==> src/rtl/evm_multi_party.sv <==
// ---------------------------------------------------------------------------
// evm_multi_party
//
// Purpose:
//    N-party electronic voting machine core. It sits between the ballot panel
//    (one-hot party switches and a cast button) and the result displays.
//    A presiding-officer arm/lockout FSM lets exactly one vote through per
//    arm. The push button is edge-detected. Per-party counters saturate and
//    set a sticky overflow flag. A registered total and two 7-segment decodes
//    drive the result displays.
//
// Configuration macro:
//    EVM_WINNER_EN - when defined, adds a sequential winner scan and the
//                    o_winner / o_winner_valid / o_tie outputs.
//
// Parameters:
//    N_PARTY  number of parties, which is also the one-hot switch width (2..16)
//    CNT_W    per-party counter width
//    SEL_W    (derived) party-select width, $clog2(N_PARTY)
//    TOT_W    (derived) total width, CNT_W + SEL_W, so the total never wraps
//
// Ports:
//    i_clk            system clock, all logic on the rising edge
//    i_reset_n        synchronous active-low reset
//    i_voting_en      session enable
//    i_officer_arm    officer arm level, sampled in READY
//    i_voter_switch   one-hot party choice [N_PARTY]
//    i_push_button    cast button, already synchronised
//    i_sel_party      party shown on the displays / o_party_count [SEL_W]
//    i_show_count     1 = drive o_seg_count, 0 = blank it
//    o_party_count    count of the selected party, 0 when out of range [CNT_W]
//    o_total_count    registered sum of all counters [TOT_W]
//    o_vote_ack       1-cycle pulse, vote committed
//    o_invalid_vote   1-cycle pulse, button edge with a non-one-hot switch
//    o_overflow       sticky, a vote hit a saturated counter
//    o_busy           1 in ARMED / COMMIT / LOCKOUT
//    o_seg_party      active-low abcdefg, digit i_sel_party+1
//    o_seg_count      active-low abcdefg, hex of o_party_count[3:0]
//    o_winner         (EVM_WINNER_EN) index of the highest count [SEL_W]
//    o_winner_valid   (EVM_WINNER_EN) scan finished, o_winner is stable
//    o_tie            (EVM_WINNER_EN) the maximum is shared
// ---------------------------------------------------------------------------
module evm_multi_party #(
    parameter int N_PARTY = 4,
    parameter int CNT_W   = 8,
    localparam int SEL_W  = (N_PARTY > 1) ? $clog2(N_PARTY) : 1,
    localparam int TOT_W  = CNT_W + SEL_W
) (
    input  logic               i_clk,
    input  logic               i_reset_n,
    input  logic               i_voting_en,
    input  logic               i_officer_arm,
    input  logic [N_PARTY-1:0] i_voter_switch,
    input  logic               i_push_button,
    input  logic [SEL_W-1:0]   i_sel_party,
    input  logic               i_show_count,
    output logic [CNT_W-1:0]   o_party_count,
    output logic [TOT_W-1:0]   o_total_count,
    output logic               o_vote_ack,
    output logic               o_invalid_vote,
    output logic               o_overflow,
    output logic               o_busy,
    output logic [6:0]         o_seg_party,
    output logic [6:0]         o_seg_count
`ifdef EVM_WINNER_EN
    ,
    output logic [SEL_W-1:0]   o_winner,
    output logic               o_winner_valid,
    output logic               o_tie
`endif
);

    typedef enum logic [2:0] {
        ST_IDLE,
        ST_READY,
        ST_ARMED,
        ST_COMMIT,
        ST_LOCKOUT
    } evmState_t;

    evmState_t          r_state;
    evmState_t          w_nextState;

    logic               r_btnQ;
    logic               w_btnRise;
    logic               w_switchOneHot;
    logic [SEL_W-1:0]   w_switchIdx;
    logic               w_acceptVote;
    logic               w_rejectVote;

    logic [SEL_W-1:0]   r_voteIdx;
    logic [CNT_W-1:0]   r_count [N_PARTY];
    logic [CNT_W-1:0]   w_voteCount;
    logic               w_saturated;

    logic [TOT_W-1:0]   r_total;
    logic [TOT_W-1:0]   w_sum;
    logic               r_overflow;
    logic               r_invalid;

    int                 w_partyDigit;
    logic [3:0]         w_countNibble;

    // Active-low abcdefg patterns for one hex digit.
    function automatic logic [6:0] hexToSeg(input logic [3:0] value);
        logic [6:0] seg;
        case (value)
            4'h0:    seg = 7'b0000001;
            4'h1:    seg = 7'b1001111;
            4'h2:    seg = 7'b0010010;
            4'h3:    seg = 7'b0000110;
            4'h4:    seg = 7'b1001100;
            4'h5:    seg = 7'b0100100;
            4'h6:    seg = 7'b0100000;
            4'h7:    seg = 7'b0001111;
            4'h8:    seg = 7'b0000000;
            4'h9:    seg = 7'b0000100;
            4'hA:    seg = 7'b0001000;
            4'hB:    seg = 7'b1100000;
            4'hC:    seg = 7'b0110001;
            4'hD:    seg = 7'b1000010;
            4'hE:    seg = 7'b0110000;
            default: seg = 7'b0111000;
        endcase
        return seg;
    endfunction

    // Only a rising edge of the button can cast, so a held button never
    // produces a second vote.
    assign w_btnRise = i_push_button & ~r_btnQ;

    // Exactly one bit set: non-zero and clearing the lowest set bit leaves
    // nothing.
    assign w_switchOneHot = (i_voter_switch != '0) &&
                            ((i_voter_switch & (i_voter_switch - 1'b1)) == '0);

    // Binary index of the switch. The value only matters when the switch is
    // one-hot.
    always_comb begin
        w_switchIdx = '0;
        for (int p = 0; p < N_PARTY; p++) begin
            if (i_voter_switch[p]) begin
                w_switchIdx = SEL_W'(p);
            end
        end
    end

    // Counter value of the party latched for the pending commit.
    always_comb begin
        w_voteCount = '0;
        for (int p = 0; p < N_PARTY; p++) begin
            if (r_voteIdx == SEL_W'(p)) begin
                w_voteCount = r_count[p];
            end
        end
    end

    assign w_saturated = (w_voteCount == {CNT_W{1'b1}});

    // FSM state register.
    always_ff @(posedge i_clk) begin
        if (!i_reset_n) begin
            r_state <= ST_IDLE;
        end else begin
            r_state <= w_nextState;
        end
    end

    // FSM next state. A COMMIT already in flight always completes. Dropping
    // the session enable from ARMED discards the uncast vote silently.
    always_comb begin
        w_nextState  = r_state;
        w_acceptVote = 1'b0;
        w_rejectVote = 1'b0;
        case (r_state)
            ST_IDLE: begin
                if (i_voting_en) begin
                    w_nextState = ST_READY;
                end
            end
            ST_READY: begin
                if (i_officer_arm) begin
                    w_nextState = ST_ARMED;
                end
            end
            ST_ARMED: begin
                if (w_btnRise) begin
                    if (w_switchOneHot) begin
                        w_acceptVote = 1'b1;
                        w_nextState  = ST_COMMIT;
                    end else begin
                        w_rejectVote = 1'b1;
                    end
                end
            end
            ST_COMMIT: begin
                w_nextState = ST_LOCKOUT;
            end
            ST_LOCKOUT: begin
                if (!i_push_button && !i_officer_arm) begin
                    w_nextState = ST_READY;
                end
            end
            default: begin
                w_nextState = ST_IDLE;
            end
        endcase
        if (!i_voting_en) begin
            w_nextState  = ST_IDLE;
            w_acceptVote = 1'b0;
            w_rejectVote = 1'b0;
        end
    end

    // Datapath: button history, the latched vote index, the counters, the
    // sticky overflow flag, the invalid pulse and the registered total. A
    // saturated counter holds its value and only raises the overflow flag.
    always_ff @(posedge i_clk) begin
        if (!i_reset_n) begin
            r_btnQ     <= 1'b0;
            r_voteIdx  <= '0;
            r_total    <= '0;
            r_overflow <= 1'b0;
            r_invalid  <= 1'b0;
            for (int p = 0; p < N_PARTY; p++) begin
                r_count[p] <= '0;
            end
        end else begin
            r_btnQ    <= i_push_button;
            r_invalid <= w_rejectVote;
            r_total   <= w_sum;
            if (w_acceptVote) begin
                r_voteIdx <= w_switchIdx;
            end
            if (r_state == ST_COMMIT) begin
                if (w_saturated) begin
                    r_overflow <= 1'b1;
                end else begin
                    for (int p = 0; p < N_PARTY; p++) begin
                        if (r_voteIdx == SEL_W'(p)) begin
                            r_count[p] <= r_count[p] + 1'b1;
                        end
                    end
                end
            end
        end
    end

    // Sum of all counters. It lands in r_total one cycle after a count changes.
    always_comb begin
        w_sum = '0;
        for (int p = 0; p < N_PARTY; p++) begin
            w_sum = w_sum + TOT_W'(r_count[p]);
        end
    end

    assign o_total_count  = r_total;
    assign o_overflow     = r_overflow;
    assign o_invalid_vote = r_invalid;
    assign o_vote_ack     = (r_state == ST_COMMIT) && !w_saturated;
    assign o_busy         = (r_state == ST_ARMED) || (r_state == ST_COMMIT) ||
                            (r_state == ST_LOCKOUT);

    // Counter of the displayed party. An out-of-range select reads as 0.
    always_comb begin
        o_party_count = '0;
        for (int p = 0; p < N_PARTY; p++) begin
            if (i_sel_party == SEL_W'(p)) begin
                o_party_count = r_count[p];
            end
        end
    end

    // Low hex nibble of the displayed count. Narrow counters are zero-padded.
    generate
        if (CNT_W >= 4) begin : g_countNibble
            assign w_countNibble = o_party_count[3:0];
        end else begin : g_countNibblePad
            assign w_countNibble = {{(4 - CNT_W){1'b0}}, o_party_count};
        end
    endgenerate

    // The party display shows a 1-based party number. A number that does not
    // fit in one hex digit, or a select past the last party, shows a dash.
    always_comb begin
        w_partyDigit = int'(i_sel_party) + 1;
        o_seg_party  = 7'b1111110;
        if ((int'(i_sel_party) < N_PARTY) && (w_partyDigit <= 15)) begin
            o_seg_party = hexToSeg(4'(w_partyDigit));
        end
    end

    // The count display is blank while reset is held or the display is off.
    always_comb begin
        o_seg_count = 7'b1111111;
        if (i_reset_n && i_show_count) begin
            o_seg_count = hexToSeg(w_countNibble);
        end
    end

`ifdef EVM_WINNER_EN
    logic [SEL_W-1:0] r_scanIdx;
    logic             r_scanning;
    logic [SEL_W-1:0] r_bestIdx;
    logic [CNT_W-1:0] r_bestVal;
    logic             r_tie;
    logic             r_winnerValid;
    logic [CNT_W-1:0] w_scanCount;

    always_comb begin
        w_scanCount = '0;
        for (int p = 0; p < N_PARTY; p++) begin
            if (r_scanIdx == SEL_W'(p)) begin
                w_scanCount = r_count[p];
            end
        end
    end

    // Winner scan: one party per cycle. A commit restarts it so that it reads
    // the updated counts. A strictly larger count takes the lead, so on equal
    // maxima the lowest index stays the winner and the tie flag is set.
    always_ff @(posedge i_clk) begin
        if (!i_reset_n) begin
            r_scanIdx     <= '0;
            r_scanning    <= 1'b1;
            r_bestIdx     <= '0;
            r_bestVal     <= '0;
            r_tie         <= 1'b0;
            r_winnerValid <= 1'b0;
        end else if (r_state == ST_COMMIT) begin
            r_scanIdx     <= '0;
            r_scanning    <= 1'b1;
            r_winnerValid <= 1'b0;
        end else if (r_scanning) begin
            if (r_scanIdx == '0) begin
                r_bestIdx <= '0;
                r_bestVal <= w_scanCount;
                r_tie     <= 1'b0;
            end else if (w_scanCount > r_bestVal) begin
                r_bestIdx <= r_scanIdx;
                r_bestVal <= w_scanCount;
                r_tie     <= 1'b0;
            end else if (w_scanCount == r_bestVal) begin
                r_tie <= 1'b1;
            end
            if (r_scanIdx == SEL_W'(N_PARTY - 1)) begin
                r_scanning    <= 1'b0;
                r_winnerValid <= 1'b1;
            end else begin
                r_scanIdx <= r_scanIdx + 1'b1;
            end
        end
    end

    assign o_winner       = r_bestIdx;
    assign o_winner_valid = r_winnerValid;
    assign o_tie          = r_tie;
`endif

endmodule

==> config.mk <==
export PLATFORM = sky130hd
export DESIGN_NAME = evm_multi_party
export DESIGN_NICKNAME = d
export VERILOG_FILES = /design/src/rtl/evm_multi_party.sv
export SDC_FILE = /design/constraint.sdc
export NUM_CORES = 1
export LEC_CHECK = 0
export CAP_MARGIN = 20
export CORE_MARGIN = 2
export CORE_UTILIZATION = 40
export DETAILED_ROUTE_END_ITERATION = 7
export PLACE_DENSITY = 0.66
export SKIP_LAST_GASP = 1
export SLEW_MARGIN = 20
export SYNTH_ARGS = -nofsm -noshare
export SYNTH_HDL_FRONTEND = slang
export SYNTH_SLANG_ARGS = --single-unit
==> constraint.sdc <==
create_clock -name i_clk -period 7.1 [get_ports i_clk]
set_input_delay 2.13 -clock i_clk [delete_from_list [all_inputs] [get_ports i_clk]]
set_output_delay 2.13 -clock i_clk [all_outputs]
set_load 0.03 [all_outputs]
==> flow_summary.toml <==
[floorplan]
die_y_um = 102
start_util = 0.413
boundaryPins = 48
dieArea_um2 = 10400
die_w_um = 102
core_area_um2 = 9280
rows = 35

[timing]
post-route-period-util = 0.944
holdWs_ns = 0.474
relSlewSlack = 0.476
finalWorstPathRequiredPeriod_ns = 6.70
skew_ns = 0.0168
setup_viol_count_final = 0
slew_violations = 0
worst_pin_slew_ns = 0.780
clock.fmax_ghz = 0.149
setup_tns_ns = 0
rsz0062_at_grt = "no"
hold_viol_final = 0

[yosys]
synth_top_area_frac = 0.251
yosys_warnings = 0
synth-edff-count = 32
synth_nets = 456
ys.flop_type = "edfxtp_1"
synth_area_leader_cell = "edfxtp_1"
synthCells = 402
yosysSeqAreaShare = 0.345
synth_area_um2 = 3830
synthTopCellsByArea = "edfxtp_1 25%, dfxtp_1 9.4%, ha_1 8.5%"
synthArstFlopShare = 0
synth.most_common_cell = "inv_1"
syn_avg_cell_area_um2 = 9.53
synth_seq_cells = 50
synth_common_cells = "51 x inv_1, 45 x nor2_1, 32 x edfxtp_1"
ys_types = 52

[drt]
vias_per_cell = 5.07
drtIter0Drc = 154
antenna_left = 0
route.detailed.wl_per_inst_um = 14.3
firstDrtPassIters = 4
via_count = 2976
wl_mm = 8.42
drc_errors = 0

[critical_path]
end_kind = "output pin"
required_ns = 4.97
startpoint_type = "primary input"
crit_fanout = 5
critPathKind = "primary input to output pin"
timing.critical_path.arrival_ns = 4.57

[cts]
cts_inserted_buffers = 5
clock_sinks = 50
insertion_delay_ns = 0.32
clk_pin_slew_ns = 0.10
cts_setup_buffers = 0
cts_hold_buf = 0
ctsResizeCount = 0
htreeDepth = 2
cts_root_buffer = "clkbuf_8"
cts_tree = "done"
clockBufferDepth = 2

[global_routing]
grt.overflow.total = 0
grt_max_degree = 21
grt_pass1_vias = 2979
antenna_found_initial = 0
grt_usage = 0.172
grt_first_pass_wirelength_mm = 14.1

[power_and_ir_drop]
ir_worst_vdd_mv = 0.0883
p_leak_nw = 1.79
power_density_nw_per_um2 = 167

[final_layout]
drive_gt1_frac = 0.100
postLayoutCoreUtil = 0.494
fill_cells = 932
synthToLayoutAreaGrowth_pct = 19.8
fin_cells = 587
nets = 511
n_antenna_cell = 0

[job]
drv_cap = 0

[placed_design]
gp_congestion = 0.921
portBuffers = 47
dp_hpwl_mm = 6.56
placed_cells = 579

[worst_hold_path]
min_path_type = "flop to flop"

[run_status]
status = "finished, final reports clean"
[cell type report]
class                   instances  area [µm²]  share of cell area
repair buffers                 60         566               0.123
clock inverters                 1        8.76             0.00191
flip-flops and latches         50        1320               0.288
inverters                      51         191              0.0417
well taps                     129         161              0.0352
multi-input cells             289        2240               0.489
clock buffers                   7        96.3              0.0210
[per-stage QoR]
step | power [mW] | instance area, µm² | setup WS, ns
2_1_floorplan | 0.505 | 3830 | 0.399
6_report | 0.767 | 4590 | 0.395
4_1_cts | 0.772 | 4580 | 0.0249
3_3_place_gp | 0.581 | 4480 | 0.128
3_5_place_dp | 0.585 | 4480 | 0.0426
5_1_grt | 0.811 | 4590 | 0.125
[power breakdown]
group	switching, mW	internal, mW
Clock	0.101	0.0895
Sequential	0.0146	0.327
Combinational	0.132	0.104
[critical path: stages]
cell and delay, ns:
clkdlybuf4s50_1 0.53, inv_1 0.08, ha_1 0.23, a211oi_1 0.23, o21ai_0 0.10, o21ai_0 0.12
inv_1 0.14, ha_1 0.25, mux2_1 0.30, mux2i_1 0.13, nand2_1 0.07, dlymetal6s2s_1 0.25
[final timing paths]
| kind | slack [ns] | startpoint | to | depth (start not counted) |
|---|---|---|---|---|
| worst min-delay path | 0.47 | o_overflow | o_overflow | 2 |
| worst max register to register | 3.80 | r_count[3][1] | o_total_count[7] | 11 |
| worst min register to register | 0.47 | o_overflow | o_overflow | 2 |
| worst max-delay path | 0.40 | i_sel_party[1] | o_seg_count[3] | 12 |
[cell families after synthesis]
kind of cell               after synthesis  share of synthesized area
xor gates and xnor gates                28                     0.0640
DFF                                     50                      0.345
buffers and inverters                   63                     0.0689
AOI/OAI and AO/OA                       64                      0.127
and+or+nand+nor                        148                      0.207
muxes                                    7                     0.0196
adders and majority gates               42                      0.169
[state kept, by name, indices dropped and copies added, names as in the netlist]
register / flops
r_state: 3
r_btnQ: 1
o_invalid_vote: 1
r_voteIdx: 2
o_overflow: 1
r_count: 32
o_total_count: 10
[metal layers]
| layer | wire, µm | GRT usage | vias up |
|---|---|---|---|
| met5 | 0 | 0 | - |
| met4 | 131 | 0.0533 | 0 |
| met3 | 363 | 0.0356 | 9 |
| met2 | 4040 | 0.296 | 63 |
| met1 | 3880 | 0.218 | 1433 |
| li1 | - | - | 1471 |
[layout by cell type (no fill, tap or decap), types with 3 or more instances in the layout]
master / netlist / layout
a211oi_1: 3 / 3
inv_1: 51 / 51
nand3b_1: 9 / 9
o21ai_0: 12 / 12
dfxtp_1: 18 / 18
nand2b_1: 3 / 3
nand3_1: 15 / 15
o21ai_1: 6 / 6
xor2_1: 6 / 6
clkbuf_8: 0 / 7
nor3b_1: 5 / 5
nor2_1: 45 / 45
edfxtp_1: 32 / 32
fa_1: 16 / 16
buf_4: 2 / 17
and3_1: 5 / 5
clkdlybuf4s50_1: 0 / 40
nand2_1: 24 / 24
o211a_1: 3 / 3
xnor2_1: 22 / 22
nor2b_1: 3 / 3
nor3_1: 8 / 8
nand2_4: 4 / 4
dlymetal6s2s_1: 0 / 3
a211oi_2: 5 / 5
and2_1: 9 / 9
or2_2: 3 / 3
a21oi_1: 17 / 17
ha_1: 26 / 26
mux2i_1: 3 / 3
o211ai_1: 4 / 4
nand4_1: 4 / 4
Note: power is estimated with default switching activity, not from simulation.
